$ cat src/rtl/mcac_pkg.sv
// Shared constants and types for the multi-channel ADPCM decoder scale-factor logic.
package mcac_pkg;

  localparam int unsigned YL_W = 19;
  localparam int unsigned YU_W = 13;

  localparam logic [YL_W-1:0] YL_INIT = 19'd34816;
  localparam logic [YU_W-1:0] YU_INIT = 13'd544;

  typedef enum logic [1:0] {
    ST_IDLE  = 2'd0,
    ST_CALC  = 2'd1,
    ST_WRITE = 2'd2
  } sched_state_t;

endpackage

$ cat src/rtl/filte.sv
// Slow scale-factor filter: YLP = YL + sext((YUP + ((2^20 - YL) >> 6)) mod 2^14).
module filte
  import mcac_pkg::*;
(
  input  logic [YU_W-1:0] yup,
  input  logic [YL_W-1:0] yl,
  output logic [YL_W-1:0] ylp
);

  localparam int unsigned SPAN_W = 21;
  localparam int unsigned DIF_W  = 14;

  logic [SPAN_W-1:0] span;
  logic [DIF_W-1:0]  dif;
  logic [YL_W-1:0]   difsx;

  always_comb begin
    span  = 21'd1048576 - SPAN_W'(yl);
    dif   = DIF_W'(SPAN_W'(yup) + (span >> 6));
    difsx = {{(YL_W - DIF_W){dif[DIF_W-1]}}, dif};
    ylp   = yl + difsx;
  end

endmodule

$ cat src/rtl/sf_rr_arb.sv
// Round-robin arbiter: first request found searching upward from last+1, wrapping at NCH.
module sf_rr_arb #(
  parameter int unsigned NCH = 4,
  parameter int unsigned CHW = 2
) (
  input  logic [NCH-1:0] req,
  input  logic [CHW-1:0] last,
  output logic [NCH-1:0] gnt,
  output logic [CHW-1:0] idx
);

  logic           found;
  logic [CHW-1:0] pos;

  always_comb begin
    gnt   = '0;
    idx   = '0;
    found = 1'b0;
    pos   = '0;
    // k = NCH revisits 'last' itself, so a lone requester is never locked out
    for (int unsigned k = 1; k <= NCH; k++) begin
      pos = CHW'((32'(last) + k) % NCH);
      if (!found && req[pos]) begin
        found    = 1'b1;
        gnt[pos] = 1'b1;
        idx      = pos;
      end
    end
  end

endmodule

$ cat src/rtl/yl_adapt_sched.sv
// Time-shares one FILTE instance among NCH channels: holds per-channel YL,
// arbitrates round-robin and sequences read -> filter -> write-back.
module yl_adapt_sched
  import mcac_pkg::*;
#(
  parameter int unsigned NCH = 4,
  parameter int unsigned CHW = 2
) (
  input  logic                CLK,
  input  logic                RESET,
  input  logic [NCH-1:0]      REQ,
  input  logic [NCH*YU_W-1:0] YUP_IN,
  input  logic                CLR_EN,
  input  logic [CHW-1:0]      CLR_ID,
  output logic [NCH-1:0]      ACK,
  output logic                YL_VALID,
  output logic [YL_W-1:0]     YL_OUT,
  output logic [CHW-1:0]      YL_CH
);

  sched_state_t state, state_n;
  logic         load, calc, wr;

  logic [YL_W-1:0] yl      [NCH];
  logic [YU_W-1:0] yup_arr [NCH];

  logic [CHW-1:0]  last, cur, arb_idx;
  logic [NCH-1:0]  cur_oh, arb_gnt;
  logic [YU_W-1:0] yup_r;
  logic [YL_W-1:0] ylp, ylp_r;
  logic            kill;
  logic            clr_hit;
  logic            clr_ok;

  for (genvar g = 0; g < NCH; g++) begin : g_unpack
    assign yup_arr[g] = YUP_IN[g*YU_W +: YU_W];
  end

  assign clr_hit = CLR_EN && (CLR_ID == cur);
  assign clr_ok  = CLR_EN && (32'(CLR_ID) < NCH);

  sf_rr_arb #(
    .NCH (NCH),
    .CHW (CHW)
  ) u_arb (
    .req  (REQ),
    .last (last),
    .gnt  (arb_gnt),
    .idx  (arb_idx)
  );

  filte u_filte (
    .yup (yup_r),
    .yl  (yl[cur]),
    .ylp (ylp)
  );

  // state register
  always_ff @(posedge CLK) begin
    if (RESET) state <= ST_IDLE;
    else       state <= state_n;
  end

  // next state and per-state strobes
  always_comb begin
    state_n = state;
    load    = 1'b0;
    calc    = 1'b0;
    wr      = 1'b0;
    case (state)
      ST_IDLE: begin
        if (|REQ) begin
          load    = 1'b1;
          state_n = ST_CALC;
        end
      end
      ST_CALC: begin
        calc    = 1'b1;
        state_n = ST_WRITE;
      end
      ST_WRITE: begin
        wr      = 1'b1;
        state_n = ST_IDLE;
      end
      default: state_n = ST_IDLE;
    endcase
  end

  // datapath, YL storage and registered outputs; a clear is assigned last so it wins
  always_ff @(posedge CLK) begin
    if (RESET) begin
      for (int i = 0; i < NCH; i++) yl[i] <= YL_INIT;
      last     <= CHW'(NCH - 1);
      cur      <= '0;
      cur_oh   <= '0;
      yup_r    <= '0;
      ylp_r    <= '0;
      kill     <= 1'b0;
      ACK      <= '0;
      YL_VALID <= 1'b0;
      YL_OUT   <= '0;
      YL_CH    <= '0;
    end else begin
      ACK      <= '0;
      YL_VALID <= 1'b0;
      if (load) begin
        cur    <= arb_idx;
        cur_oh <= arb_gnt;
        yup_r  <= yup_arr[arb_idx];
      end
      if (calc) begin
        ylp_r <= ylp;
        kill  <= kill | clr_hit;
      end
      if (wr) begin
        if (!kill) yl[cur] <= ylp_r;
        ACK      <= cur_oh;
        YL_VALID <= 1'b1;
        YL_CH    <= cur;
        YL_OUT   <= (kill || clr_hit) ? YL_INIT : ylp_r;
        last     <= cur;
        kill     <= 1'b0;
      end
      if (clr_ok) yl[CLR_ID] <= YL_INIT;
    end
  end

endmodule

$ cat config.mk
export PLATFORM = sky130hd
export DESIGN_NAME = yl_adapt_sched
export DESIGN_NICKNAME = d
export VERILOG_FILES = /design/src/rtl/mcac_pkg.sv /design/src/rtl/filte.sv /design/src/rtl/sf_rr_arb.sv /design/src/rtl/yl_adapt_sched.sv
export SDC_FILE = /design/constraint.sdc
export NUM_CORES = 1
export LEC_CHECK = 0
export BUFFER_PORTS_ARGS = -buffer_cell sky130_fd_sc_hd__buf_2
export CORE_ASPECT_RATIO = 1.4
export CORE_UTILIZATION = 64
export DETAILED_ROUTE_END_ITERATION = 10
export GPL_TIMING_DRIVEN = 1
export MAX_ROUTING_LAYER = met4
export PLACE_DENSITY = 0.9
export SETUP_SLACK_MARGIN = 0.15
export SYNTH_ARGS = -nofsm -noshare
export SYNTH_HDL_FRONTEND = slang
export SYNTH_SLANG_ARGS = --single-unit
$ cat constraint.sdc
create_clock -name CLK -period 15.1 [get_ports CLK]
set_input_delay 3.02 -clock CLK [delete_from_list [all_inputs] [get_ports CLK]]
set_output_delay 3.02 -clock CLK [all_outputs]
set_load 0.01 [all_outputs]
Word level (Yosys, flattened, before mapping)
Memory sizes are Yosys's and may differ from the RTL's. A register that Yosys moved wholly into a read port is not among the register bits.
Index checks and enable logic that the tools add are counted.
Word-level totals
  register bits after elaboration: 69
  RAM bits: 76
  input port bits: 61
  output and inout port bits: 26
  logic and storage cells: 111
  memories: 1
Cells by class
  add/subtract/negate cells: 7
  order comparisons: 9
  equality and inequality tests: 4
  mux-type cells: 55
  bitwise gates (word level): 6
  reductions and logical operators: 18
Memory list
  yl: depth 4, bits a word 19, rd ports 1, clocked after Yosys merged registers in 1, wr ports 4, line yl_adapt_sched.sv:24  | logic [YL_W-1:0] yl [NCH];
Operators by type and width (count)
  19-bit two-way mux: 3
  19-bit OR reduction: 2
  1-bit two-way mux: 27
  13-bit binary-select mux with 2-bit select: 1
  13-bit two-way mux: 2
  1-bit by 19-bit subtractor with 20-bit output (first input constant): 1
  19-bit adder: 1
  2-bit two-way mux: 9
  4-bit two-way mux: 4
  13-bit by 14-bit adder with 14-bit output: 1
  2-bit by 3-bit less-than comparator with 1-bit output (second input constant): 4
  4-bit bitwise OR: 3
  1-bit binary-select mux with 2-bit select: 4
  1-bit demux with 2-bit select: 4
  2-bit by 1-bit >= comparator with 1-bit output (second input constant): 4
  1-bit logical AND: 8
  2-bit by 1-bit adder with 2-bit output (second input constant): 2
  2-bit adder (second input constant): 2
  2-bit case mux with 2 select lines: 1
  2-bit OR reduction: 2
  4-bit OR reduction: 1
  3-bit >= comparator (second input constant): 1
  1-bit logical NOT: 3
  2-bit NOT with 3-bit output: 1
  8 further kinds: 8

Depth between registers and ports, before layout
Gate-level depths: netlist of run 1.
  word-level depth: 17
  depth in mapped cells: 25

Cells and area by module
A second synthesis of run 1 with hierarchy kept.
Unflattened totals
  cell total of the unflattened synthesis: 1027
  area total of the unflattened synthesis: 8994.9 µm²
By module, submodules not included
  yl_adapt_sched: times used 1, cells an instance 746, area an instance 6792.8 µm², sequential area each 2942.8 µm²
  filte: times used 1, cells an instance 213, area an instance 1656.6 µm², sequential area each 0.0 µm²
  sf_rr_arb: times used 1, cells an instance 68, area an instance 545.5 µm², sequential area each 0.0 µm²

Worst setup path after synthesis of run 1
No wires, ideal clock.
  path kind: register to register
  start: reg with a tool-made name
  end: reg ylp_r[18]
  arrival time: 6.055 ns
  setup slack: 8.960 ns
  cell stages (with the launch flop): 24
  buffers on the path: 2
  clock period less this slack: 6.140 ns
  cells stage by stage: dfxtp_1 > buf_6 > mux4_2 > or4_1 > or4_1 > buf_2 > nor3_1 > xnor2_1 > ha_1 > or2_2 > a21oi_1 > a21oi_1 > a41o_1 > o21a_1 > o32a_1 > xnor2_1 > ha_1 > a21o_1 > a21oi_1 > or3b_2 > o221a_2 > xnor2_1 > xnor2_1 > a211oi_1
RTL lines
  end signal: assignment: line yl_adapt_sched.sv:112  | ylp_r <= ylp;
  end: declaration: line yl_adapt_sched.sv:30  | logic [YL_W-1:0] ylp, ylp_r;

==> results of run 1 <==
-- kinds of logic (layout without fill, tap and decap cells) --
logic type / after synthesis / in the layout / share of synthesized area
flops: 147 / 147 / 0.359
compound gates: 233 / 233 / 0.180
buf+inv: 69 / 140 / 0.0341
fa+ha+maj: 42 / 42 / 0.0660
simple gates: 337 / 337 / 0.209
mux: 65 / 65 / 0.115
xor+xnor: 34 / 34 / 0.0364
-- where the power goes --
part,total (µW),switching [µW],internal (µW)
logic,325,181,144
clock network,437,183,254
registers,444,33.4,411
total,1210,398,809
-- critical path, delay by kind of cell, from the launching register on --
family          cells  cell delay, ns
simple gates        5            2.37
xor+xnor            4            0.86
flops               1            0.95
fa+ha+maj           2            0.68
mux                 1            0.43
compound gates      9            1.91
-- cell usage in the layout, fill, tap and decap left out, types with 4 or more instances in the layout --
cell and n:
dfxtp_1 147, a21oi_1 110, nand2_1 104, buf_2 86, nor2_1 77, nand3b_1 48, ha_1 40, o21ai_0 31
mux2i_1 30, xnor2_1 28, mux4_2 22, nand3_1 22, nor3_1 20, a22o_1 19, nor3b_1 18, clkbuf_16 17
mux2_2 13, buf_4 13, a211oi_1 11, o21a_1 9, inv_1 9, nand2b_1 9, a21o_1 8, o21bai_1 7
or2_2 6, xor2_1 6, inv_6 6, nor2b_1 5, a311oi_1 5, or4_1 4, or3_1 4, nor3_2 4
o211ai_1 4, and3_1 4, a222oi_1 4, and2_1 4
-- routing by layer --
layer  wire, µm  global-route usage  share of wire  vias up
met3       1980              0.0710          0.090       88
li1           -                   -              -     3484
met1       8440               0.381           0.38     3558
met4        840               0.195          0.038        0
met2      10800               0.584           0.49      459
met5          0                   -              0        -
-- state kept, by name, indices dropped and copies added, names as in the netlist, named ones only --
name / count
yl: 76
YL_OUT: 19
ylp_r: 19
yup_r: 13
ACK: 4
cur_oh: 4
YL_CH: 2
cur: 2
last: 2
state: 2
YL_VALID: 1
kill: 1
-- final cells by class --
class | count | share of cell area
inverters | 9 | 0.00363
clock buffers | 19 | 0.0476
multi-input cells | 711 | 0.538
flip-flops and latches | 147 | 0.316
clock inverters | 13 | 0.0172
well taps | 150 | 0.0202
repair buffers | 99 | 0.0568
-- final timing paths --
check                    to  slack [ns]  depth (start not counted)
hold reg to reg    yl[3][8]        0.45                          2
setup reg to reg  ylp_r[18]        7.82                         21
hold / removal     yl[3][8]        0.45                          2
setup / recovery  ylp_r[18]        7.82                         21
-- synthesized netlist by cell type (2+ instances only) --
library cell,count,area share
nand2_1,104,0.048
clkbuf_1,47,0.022
a211o_1,3,0.0032
buf_6,2,0.0028
a41o_1,2,0.0024
or2_2,6,0.0046
o21ai_0,31,0.019
a21boi_0,2,0.0018
nor3_1,23,0.014
dfxtp_1,147,0.36
inv_1,9,0.0041
or3b_2,2,0.0021
a222oi_1,4,0.0049
nor4_1,2,0.0015
o31ai_1,3,0.0028
nor3b_1,21,0.019
and3_1,4,0.0031
o32a_1,2,0.0024
ha_1,40,0.061
a311oi_1,5,0.0053
a221oi_1,3,0.0032
a21o_1,8,0.0073
or4_1,4,0.0037
o211ai_1,4,0.0037
nand3b_1,48,0.044
nand2b_1,9,0.0069
o21bai_1,7,0.0064
nand3_1,22,0.013
xnor2_1,28,0.030
o21a_1,9,0.0083
or3_1,4,0.0031
a211oi_1,11,0.010
fa_1,2,0.0049
buf_2,4,0.0024
xor2_1,6,0.0064
mux2i_1,30,0.037
and2_1,4,0.0031
buf_1,7,0.0032
mux4_2,22,0.061
a22o_1,19,0.020
a21oi_1,111,0.068
mux2_2,13,0.018
nor2_1,77,0.035
nor2b_1,5,0.0038
-- stage by stage --
stage / cell area [µm²] / power, µW
after floorplan: 8190 / 686
after global placement: 8700 / 750
after detailed placement: 8700 / 761
after CTS: 9300 / 1200
after global routing: 9300 / 1250
final: 9300 / 1210
==> results.py, run 1 <==
metrics = {
    "outcome": {
        "status": "finished, final reports clean",
    },
    "worst_setup_path": {
        "path_class": "register to register",
        "critPathSlowestCell": "dfxtp_1",
        "crit_top_cell": "xnor2_1",
        "critical_path.cell_chain": "mux4_2 -> or4_1 -> or4_1 -> nor3_1 -> xnor2_1 -> ha_1 -> or2_2 -> a21oi_1 -> a21oi_1 -> a41o_1 -> o21a_1 -> o32a_1 -> xnor2_1 -> ha_1 -> a21o_1 -> a21oi_1 -> or3b_2 -> o221a_2 -> xnor2_1 -> xnor2_1 -> a211oi_1",
        "cp-end-kind": "register",
        "crit_path_start_kind": "register",
        "cp_slowest_stage_delay_ns": 0.95,
        "cp.arrival_ns": 7.62,
        "cp_max_fo": 19,
        "crit_required_ns": 15.43,
    },
    "synth": {
        "ys_seq_elements": 147,
        "synthCells": 927,
        "yosysWarnings": 0,
        "yosysUniqueCellTypes": 55,
        "syn_nets": 1030,
        "avgSynthCellArea_um2": 8.83,
        "mappedNetlistArea_um2": 8190,
        "synthArstFlopShare": 0,
        "seq_area_frac_synth": 0.359,
        "synth_ff_type": "dfxtp_1",
        "synth_edf_count": 0,
    },
    "power_and_ir_drop": {
        "p_per_area_nw_per_um2": 130,
        "p_leak_uw": 0.00383,
        "vdd.ir_drop.worst_mv": 0.106,
    },
    "sta": {
        "period_needed_ns": 7.28,
        "worst_pin_slew_ns": 1.19,
        "fmax_ghz": 0.137,
        "hold_viol": 0,
        "final_max_slew_viol_count": 0,
        "period_share": 0.482,
        "whs_ns": 0.449,
        "max_slew_margin": 0.205,
        "skew_ns": 0.0123,
        "worst_slack_ns": 7.82,
        "final.setup.tns_ns": 0,
        "finalSetupViolCount": 0,
        "rsz0062_at_grt": "false",
    },
    "global_routing": {
        "antenna_found_initial": 0,
        "grt_pass1_wl_um": 35600,
        "grt-ovfl-total": 0,
        "grt_pass1_vias": 7377,
        "grt_start_max_net_pins": 111,
        "grt_use_total": 0.346,
    },
    "clock_network": {
        "cts_sinks": 147,
        "cts_tree": "done",
        "htree_num_levels": 4,
        "cts_made_buffers": 17,
        "post_cts.repair.setup_buffers": 0,
        "postCtsHoldBufs": 0,
        "clk_pin_slew_worst_paths_ns": 0.06,
        "insertion_delay_ns": 0.43,
        "cts_root_buffer": "clkbuf_16",
        "ctsResizeCount": 0,
        "clk_path_buf_depth": 2,
    },
    "finish": {
        "final_cells": 1148,
        "final_util": 0.752,
        "antenna_cells_inserted": 0,
        "syn2layout_area_growth_pct": 13.6,
        "final_nets": 1088,
        "register_area_um2": 2940,
        "n_fill_cell": 840,
        "drive_above_1_share": 0.184,
        "multiInputGateArea_um2": 5010,
    },
    "hold_path": {
        "worst_hold_path_type": "register to register",
        "hp-start": "yl[3][8]",
    },
    "die": {
        "fp.coreArea_um2": 12400,
        "die_h_um": 136,
        "chipWidth_um": 97.6,
        "rows": 48,
        "start_util": 0.662,
        "io_pins": 87,
        "dieArea_um2": 13300,
    },
    "routing": {
        "detail-route-antenna-nets": 0,
        "vias_per_cell": 6.61,
        "wl_um": 22100,
        "drt-initial-drc-count": 688,
        "firstDrtPassIters": 5,
        "vias": 7589,
        "wl_per_cell_um": 19.2,
        "drc": 0,
    },
    "placement": {
        "place_inst": 1116,
        "buffer_ports.inserted": 86,
        "gp_congestion": 0.952,
        "dp_slack_ns": 8.03,
        "dp_hpwl_um": 13900,
    },
    "flow_run": {
        "maxCapViolCount": 0,
    },
}
(Power assumes the default switching activity.)
==> inputs of run 2 (changes only) <==
- CORE_UTILIZATION: 64 -> 54
- PLACE_DENSITY: 0.9 -> 0.81
- clock period: 15.1 -> 6.3 ns (I/O delays scaled with it)
==> results.py, run 2 (same netlist as run 1, synthesis figures left out) <==
metrics = {
    "outcome": {
        "status": "finished, final reports clean",
    },
    "routing": {
        "wl_per_cell_um": 17.8,
        "vias_per_cell": 6.14,
        "vias": 7388,
        "wl_um": 21500,
        "detail-route-antenna-nets": 0,
        "firstDrtPassIters": 5,
        "drt-initial-drc-count": 521,
        "drc": 0,
    },
    "hold_path": {
        "min_to": "yl[3][17]",
        "holdPathStages": 2,
        "hp-start": "yl[3][17]",
        "worst_hold_path_type": "register to register",
    },
    "die": {
        "start_util": 0.559,
        "chipWidth_um": 106,
        "io_pins": 87,
        "rows": 52,
        "fp.coreArea_um2": 14600,
        "die_h_um": 148,
        "dieArea_um2": 15700,
    },
    "clock_network": {
        "cts_made_buffers": 17,
        "clk_pin_slew_worst_paths_ns": 0.07,
        "cts_tree": "done",
        "clk_path_buf_depth": 2,
        "cts_sinks": 147,
        "insertion_delay_ns": 0.43,
        "htree_num_levels": 4,
        "cts_root_buffer": "clkbuf_16",
    },
    "finish": {
        "antenna_cells_inserted": 0,
        "drive_above_1_share": 0.214,
        "layout_common_cells": "146 x dfxtp_1, 108 x a21oi_1, 104 x nand2_1, 86 x buf_2, 77 x nor2_1",
        "mostFrequentLayoutCell": "dfxtp_1",
        "final_util": 0.655,
        "regMostFlops": "yl",
        "final_area_um2": 9590,
        "syn2layout_area_growth_pct": 17.1,
        "top_regs": "yl (76), YL_OUT (19), ylp_r (19)",
        "final_nets": 1105,
        "largest_reg_flops": 76,
    },
    "power_and_ir_drop": {
        "p_leak_uw": 0.00394,
        "vdd.ir_drop.worst_mv": 0.178,
        "power_uw": 2890,
        "p_per_area_nw_per_um2": 302,
    },
    "placement": {
        "gp_congestion": 0.908,
        "buffer_ports.inserted": 86,
        "post_dp_cell_area_um2": 8810,
        "dp_hpwl_um": 14300,
    },
    "worst_setup_path": {
        "reg2reg_depth": 21,
        "cp.arrival_ns": 6.27,
        "cp_max_fo": 5,
        "crit_required_ns": 6.64,
        "r2r_end": "ylp_r[18]",
        "path_class": "register to register",
        "reg2reg_slack_ns": 0.37,
        "critical_path.cell_chain": "mux4_2 -> or4_4 -> or4_4 -> nor3_4 -> xnor2_1 -> ha_1 -> or2_2 -> a21oi_2 -> a21oi_1 -> a41o_1 -> o21a_1 -> o32a_1 -> xnor2_2 -> buf_4 -> ha_1 -> and3_1 -> or3b_4 -> o221a_2 -> xnor2_2 -> xnor2_1 -> a211oi_1",
        "crit_path_start_kind": "register",
        "cp-end-kind": "register",
        "cp_slowest_stage_delay_ns": 0.57,
        "critPathSlowestCell": "or4_4",
    },
    "sta": {
        "skew_ns": 0.0114,
        "final_max_slew_viol_count": 0,
        "final.setup.tns_ns": 0,
        "rsz0062_at_grt": "true",
        "hold_viol": 0,
        "period_needed_ns": 5.93,
        "fmax_ghz": 0.169,
        "max_slew_margin": 0.246,
        "worst_pin_slew_ns": 1.13,
        "finalSetupViolCount": 0,
        "period_share": 0.941,
    },
    "global_routing": {
        "grt_pass1_wl_um": 34400,
        "grt-ovfl-total": 0,
        "grt_pass1_vias": 7021,
        "grt_start_max_net_pins": 81,
        "antenna_found_initial": 0,
        "grt_use_total": 0.283,
    },
    "flow_run": {
        "maxCapViolCount": 0,
    },
}
==> run 2: cell count changes in the layout (fill, tap and decap cells not counted), moves of 3 or more <==
cell	change
o21ai_1	+3
clkinv_8	+6
buf_4	+16
o21ai_0	-4
==> run 2: layout make-up <==
| class | count | area, µm² |
|---|---|---|
| clock buffer | 17 | 425 |
| clock inverter | 15 | 186 |
| fill | 1172 | 5050 |
| inverter | 9 | 33.8 |
| multi-input combinational | 711 | 5100 |
| sequential | 147 | 2950 |
| tap | 189 | 236 |
| timing repair buffer | 116 | 663 |
==> run 2: metrics by stage <==
step,hold WS (ns),std cells,worst slack (ns)
2_1_floorplan,0.429,927,0.160
3_3_place_gp,0.435,1164,0.0219
3_5_place_dp,0.441,1164,-0.0892
4_1_cts,0.452,1196,0.116
5_1_grt,0.464,1204,0.0920
6_report,0.454,1204,0.371
==> run 2: worst max path at each step <==
stage	slack, ns	to	start	cells after the start
3_3_place_gp	0.02	ylp_r[18]	register	22
3_5_place_dp	-0.09	ylp_r[18]	register	23
6_report	0.37	ylp_r[18]	register	21
5_1_grt	0.09	ylp_r[17]	register	23
2_1_floorplan	0.16	ylp_r[18]	register	23
4_1_cts	0.12	ylp_r[18]	register	22
==> run 2: report_power, final <==
group | total (µW) | switching, µW | internal, µW
Sequential | 1060 | 76.2 | 985
Combinational | 811 | 425 | 386
Clock | 1020 | 483 | 540
Total | 2890 | 984 | 1910
==> run 2: repair_timing <==
item	CTS	global route
hold buffers	0	0
resized for setup	4	21
endpoints found under the setup margin	3	7
pin swaps	1	11
buffers inserted	0	8
==> run 2: layer usage <==
metal,vias to the layer above,GRT usage,wire (µm)
met5,-,-,0
met3,58,0.0511,1280
met2,281,0.484,10700
met1,3532,0.330,8840
li1,3517,-,-
met4,0,0.104,677
==> run 2: critical path, delay by kind of cell (launching register included) <==
kind / cells / cell delay [ns]
AO/OA/AOI/OAI: 7 / 1.33
AND/OR/NAND/NOR: 6 / 2.20
multiplexers: 1 / 0.53
flip-flops: 1 / 0.40
adder cells (fa/ha/maj): 2 / 0.68
buffers and inverters: 1 / 0.16
XOR/XNOR: 4 / 0.53
